**src/rtl/reg_8.sv**
```systemverilog
// ----------------------------------------------------------------------------
// reg_8
// Parallel-load storage register with load enable and asynchronous clear.
// Captures d on a rising clk edge when ld is high, otherwise holds. A low rst
// forces q to RESET_VALUE immediately, independent of clk.
//
// Parameters:
//   WIDTH        data width in bits (default 8)
//   RESET_VALUE  value driven on q while rst is low (default all zeros)
//
// Ports:
//   clk  in   1      system clock, rising-edge active
//   rst  in   1      asynchronous reset, active-low
//   ld   in   1      load enable, active-high, sampled on rising clk
//   d    in   WIDTH  parallel data in
//   q    out  WIDTH  registered data out, straight from the storage flops
// ----------------------------------------------------------------------------
module reg_8 #(
    parameter int unsigned            WIDTH       = 8,
    parameter logic [WIDTH-1:0]       RESET_VALUE = '0
) (
    input  logic             clk,
    input  logic             rst,
    input  logic             ld,
    input  logic [WIDTH-1:0] d,
    output logic [WIDTH-1:0] q
);

    // Reset sits in the sensitivity list so the clear takes effect without a
    // clock; reset also wins over a coincident load edge.
    always_ff @(posedge clk or negedge rst) begin
        if (!rst) begin
            q <= RESET_VALUE;
        end else if (ld) begin
            q <= d;
        end
    end

endmodule

```
**config.mk**
```make
export PLATFORM = sky130hd
export DESIGN_NAME = reg_8
export DESIGN_NICKNAME = d
export VERILOG_FILES = /design/src/rtl/reg_8.sv
export SDC_FILE = /design/constraint.sdc
export NUM_CORES = 1
export LEC_CHECK = 0
export CAP_MARGIN = 30
export CORE_AREA = 2 2 39 41
export DETAILED_ROUTE_END_ITERATION = 10
export DIE_AREA = 0 0 41 43
export SETUP_SLACK_MARGIN = 0.4
export SLEW_MARGIN = 0
export SYNTH_ARGS = -nofsm -noshare
export SYNTH_HDL_FRONTEND = slang
export SYNTH_SLANG_ARGS = --single-unit
```
**constraint.sdc**
```tcl
create_clock -name clk -period 0.8 [get_ports clk]
set_input_delay 0.16 -clock clk [delete_from_list [all_inputs] [get_ports clk]]
set_output_delay 0.16 -clock clk [all_outputs]
set_load 0.005 [all_outputs]
```
* Yosys cells after proc, flatten, opt, wreduce, memory -nomap -nowiden
Index checks and enable logic that the tools add are counted.
W data, S select, Z words.
** Word-level totals
- Bits in registers :: 8
- Input port bits :: 11
- Output and inout bits :: 8
- Logic and storage cells :: 1

* Depth between registers and ports, before layout
- Word-level depth :: 0
- Gate-level depth with buffers :: 2
- Depth with buffers taken out :: 1

* Worst setup path after synthesis
OpenSTA, ideal clock, no wires.
- Path type :: reg2reg
- Start :: register q[0] (netlist name)
- End :: register q[0]
- Library setup time :: 125 ps
- Arrival time :: 623 ps
- Data required time :: 675 ps
- Setup slack :: 52 ps
- Stages on the path, launching flop included :: 2
- Buffers on the path :: 0
- Period minus slack after synthesis :: 748 ps
- Cell sequence :: dfrtp_1 > mux2_4
** RTL lines
- end signal: assignment :: RTL line 33 : q <= RESET_VALUE;
- end signal: assignment :: RTL line 35 : q <= d;
- end: declaration :: RTL line 26 : output logic [WIDTH-1:0] q

==> report_table.html <==
<table>
<tr><th>Metric</th><th>Value</th></tr>
<tr><th colspan="2">Clocking</th></tr>
<tr><td>Clock buffers created by TritonCTS</td><td>3</td></tr>
<tr><td>Cell chosen for the clock root</td><td>sky130_fd_sc_hd__clkbuf_4</td></tr>
<tr><td>Clock net sink count</td><td>8</td></tr>
<tr><td>TritonCTS clock tree</td><td>built</td></tr>
<tr><td>Clock H-tree levels</td><td>1</td></tr>
<tr><td>Worst-case clock buffer depth</td><td>2</td></tr>
<tr><td>Clock network latency to the later pin of the worst-skew pair</td><td>250 ps</td></tr>
<tr><td>CTS clock-pin slew for the worst setup and hold paths</td><td>approximately 50 ps</td></tr>
<tr><th colspan="2">Floorplanning</th></tr>
<tr><td>Total core area</td><td>0.00138 sq mm</td></tr>
<tr><td>Width of the chip</td><td>41 um</td></tr>
<tr><td>Area of the die</td><td>roughly 0.0018 sq mm</td></tr>
<tr><td>Initial core utilization</td><td>0.240</td></tr>
<tr><td>Vert. Die Dim</td><td>43 um</td></tr>
<tr><td>Total number of placement rows</td><td>14</td></tr>
<tr><td>Count of boundary I/O pins</td><td>19</td></tr>
<tr><th colspan="2">Final layout</th></tr>
<tr><td>Final standard cell utilization of the core</td><td>0.410</td></tr>
<tr><td>Area growth from synthesis to layout</td><td>71.3%</td></tr>
<tr><td>Number of fill cells in the layout</td><td>142</td></tr>
<tr><td>Antenna diode count</td><td>0</td></tr>
<tr><td>Share of post-route cells with drive strength above 1</td><td>0.591</td></tr>
<tr><td>Largest registers</td><td>q (8)</td></tr>
<tr><td>Largest register FFs</td><td>8</td></tr>
<tr><td>Top register by number of flip-flops</td><td>q</td></tr>
<tr><td>Number of nets in the final layout</td><td>57</td></tr>
<tr><th colspan="2">Power</th></tr>
<tr><td>Share of total power consumed by net switching</td><td>0.209</td></tr>
<tr><td>Internal power</td><td>~0.00079 W</td></tr>
<tr><td>Pwr/cell area</td><td>1750 mW/mm^2</td></tr>
<tr><td>Clk pwr share</td><td>0.294</td></tr>
<tr><td>Net switching power of the design</td><td>0.000208 W</td></tr>
<tr><td>Power share of the sequential group</td><td>0.472</td></tr>
<tr><td>VDD IR max</td><td>between 800 and 900 uV</td></tr>
<tr><td>P_leak</td><td>0.285 nW</td></tr>
<tr><td>Combinational power share</td><td>0.235</td></tr>
<tr><td>Post-layout total power</td><td>~0.001 W</td></tr>
<tr><th colspan="2">Yosys</th></tr>
<tr><td>Fraction of registers with async set or reset after synthesis</td><td>1.00</td></tr>
<tr><td>Ranking of synthesized cells by area</td><td>sky130_fd_sc_hd__dfrtp_1, sky130_fd_sc_hd__mux2_4, sky130_fd_sc_hd__buf_6</td></tr>
<tr><td>Flip-flop and latch count after synthesis</td><td>8</td></tr>
<tr><td>Netlist Area Pre-Place</td><td>332 sq um</td></tr>
<tr><td>Portion of the post-synthesis area used by sequential elements</td><td>0.604</td></tr>
<tr><td>Top cell types by occurrence after synthesis</td><td>sky130_fd_sc_hd__dfrtp_1, sky130_fd_sc_hd__mux2_4, sky130_fd_sc_hd__buf_6</td></tr>
<tr><td>Yosys top cell by area</td><td>sky130_fd_sc_hd__dfrtp_1</td></tr>
<tr><td>Total nets after synthesis</td><td>28</td></tr>
<tr><td>Count of cell types in the netlist</td><td>3</td></tr>
<tr><td>Count of flip-flops with a built-in enable after synthesis</td><td>0</td></tr>
<tr><td>Warnings from Yosys</td><td>0</td></tr>
<tr><td>Fraction of post-synthesis cell area in the top cell type by area</td><td>0.604</td></tr>
<tr><td>Mapped Cells</td><td>17</td></tr>
<tr><td>Average instance area after synthesis</td><td>19.5 sq um</td></tr>
<tr><td>Commonest register cell after synthesis</td><td>sky130_fd_sc_hd__dfrtp_1</td></tr>
<tr><th colspan="2">Setup path</th></tr>
<tr><td>Destination of the critical timing path</td><td>q[6]</td></tr>
<tr><td>Crit path DAT</td><td>approximately 1100 ps</td></tr>
<tr><td>Launching point of the worst reg2reg path</td><td>q[6]</td></tr>
<tr><td>Required time worst endpoint</td><td>930 ps</td></tr>
<tr><td>Depth of the worst register-to-register path</td><td>3</td></tr>
<tr><td>Kind of end point of the critical path</td><td>flop</td></tr>
<tr><td>Capture point of the worst reg-to-reg path</td><td>q[6]</td></tr>
<tr><td>Max FO, Critical Path</td><td>2</td></tr>
<tr><td>Worst setup path startpoint</td><td>q[6]</td></tr>
<tr><td>Category of the worst setup path launch point</td><td>flop</td></tr>
<tr><td>Setup slack of the worst register-to-register path</td><td>-160 ps</td></tr>
<tr><td>Type of the worst setup path</td><td>reg -&gt; reg</td></tr>
<tr><th colspan="2">Detailed routing</th></tr>
<tr><td>Average wire length per cell after detail routing</td><td>12.0 um</td></tr>
<tr><td>Antenna violation net count after detailed routing</td><td>0</td></tr>
<tr><td>DRC viols</td><td>0</td></tr>
<tr><td>First drt pass iteration count</td><td>1</td></tr>
<tr><td>Post-DR vias/cell</td><td>3.83</td></tr>
<tr><td>Via count of the routed design</td><td>230</td></tr>
<tr><td>Aggregate routed wire length</td><td>between 700 and 800 um</td></tr>
<tr><td>DRC violation total after the first TritonRoute iteration</td><td>0</td></tr>
<tr><th colspan="2">Place</th></tr>
<tr><td>HPWL reported at the end of detailed placement</td><td>532 um</td></tr>
<tr><td>Worst-case setup slack after placement</td><td>-436 ps</td></tr>
<tr><td>Routability congestion estimate</td><td>0.574</td></tr>
<tr><td>Number of buffer cells added on primary ports</td><td>18</td></tr>
<tr><th colspan="2">GRT</th></tr>
<tr><td>First-pass GRT wire length</td><td>1050 um</td></tr>
<tr><td>Overflow after GRT</td><td>0</td></tr>
<tr><td>Overall track demand over capacity in global routing</td><td>0.0963</td></tr>
<tr><td>Maximum number of pins on one net before global-route repair</td><td>9</td></tr>
<tr><td>Antenna violations before repair</td><td>0</td></tr>
<tr><td>Vias in the first global route</td><td>263</td></tr>
<tr><th colspan="2">Outcome</th></tr>
<tr><td>Violations in the final reports</td><td>negative hold slack, negative setup slack</td></tr>
<tr><td>Result of the run</td><td>finished, violations left</td></tr>
<tr><th colspan="2">Timing</th></tr>
<tr><td>Minimum period implied by the final worst setup slack</td><td>961 ps</td></tr>
<tr><td>Actual transition at the worst max-transition pin</td><td>roughly 350 ps</td></tr>
<tr><td>Period utilisation layout</td><td>1.20</td></tr>
<tr><td>Post-Route Skew</td><td>0 ps</td></tr>
<tr><td>Setup TNS</td><td>-1260 ps</td></tr>
<tr><td>Headroom to the max-slew limit</td><td>0.767</td></tr>
<tr><td>RSZ-0062 raised after global routing</td><td>true</td></tr>
<tr><td>Final count of pins violating max slew</td><td>0</td></tr>
<tr><td>Final number of setup-violating endpoints</td><td>12</td></tr>
<tr><td>Setup slack of the critical path after layout</td><td>-161 ps</td></tr>
<tr><td>Highest attainable clock frequency</td><td>~1000 MHz</td></tr>
<tr><td>Hold Vio Cnt, Final</td><td>8</td></tr>
<tr><td>Worst hold slack after final layout</td><td>-81.0 ps</td></tr>
<tr><th colspan="2">Hold path</th></tr>
<tr><td>Worst min-delay path category</td><td>in -&gt; async</td></tr>
<tr><th colspan="2">Job</th></tr>
<tr><td>Number of maximum-capacitance constraint violations</td><td>0</td></tr>
</table>
[how the worst min path moves through the flow]
stage	slack (ps)	to	from	depth (start not counted)
after detailed placement	460	q[5]	rst	1
final	-80	q[5]	rst	1
after global routing	-50	q[3]	rst	1
after floorplan	-140	q[0]	rst	0
after global placement	450	q[6]	rst	1
after CTS	-80	q[5]	rst	1
[what timing repair did]
item,in CTS,in global routing
endpoints found under the setup margin,24,16
pin swaps,0,0
buffers inserted,1,0
hold endpoints to repair,8,8
resized for setup,35,1
cloned,0,0
[worst max-delay path: stages, from the launching register on]
cell	delay (ps)
sky130_fd_sc_hd__dfrtp_1	380
sky130_fd_sc_hd__buf_6	120
sky130_fd_sc_hd__buf_6	100
sky130_fd_sc_hd__mux2_4	250
[per-stage QoR]
| stage | area (sq um) | hold slack, ps | cells |
|---|---|---|---|
| floorplan | 332 | -136 | 17 |
| global placement | 566 | 455 | 56 |
| detailed placement | 566 | 464 | 56 |
| CTS | 564 | -79.9 | 60 |
| global route | 568 | -50.5 | 60 |
| finish | 568 | -81.0 | 60 |
[kinds of logic after synthesis]
kind of cell	synth area share
multiplexers	0.362
flip-flops	0.604
buffers and inverters	0.0340
[routing by layer]
| metal | GRT usage | wire [um] |
|---|---|---|
| met4 | 0.0800 | 0 |
| met1 | 0.113 | 294 |
| met5 | 0 | 0 |
| met3 | 0.0314 | 101 |
| met2 | 0.134 | 323 |
[cell usage in the layout (no fill, tap or decap)]
cell	synthesis	layout
sky130_fd_sc_hd__buf_2	0	8
sky130_fd_sc_hd__buf_4	0	3
sky130_fd_sc_hd__buf_6	1	4
sky130_fd_sc_hd__clkbuf_4	0	3
sky130_fd_sc_hd__clkdlybuf4s50_1	0	8
sky130_fd_sc_hd__dfrtp_1	8	8
sky130_fd_sc_hd__dlygate4sd2_1	0	2
sky130_fd_sc_hd__mux2_4	8	8
[final cells by class]
class / instances / area (sq um) / area share
sequential: 8 / 200 / 0.352
tap: 16 / 20.0 / 0.0352
clock buffer: 3 / 22.5 / 0.0396
multi-input combinational: 8 / 120 / 0.211
timing repair buffer: 25 / 205 / 0.361
[power groups by stage]
stage                     clock [W]  combinational [W]  sequential (W)
after floorplan                   0          0.0000796        0.000477
after global placement            0           0.000259        0.000473
after detailed placement          0           0.000259        0.000474
after CTS                  0.000320           0.000234        0.000468
after global routing       0.000343           0.000252        0.000473
final                      0.000292           0.000234        0.000469
Note: power is estimated with default switching activity, not from simulation.
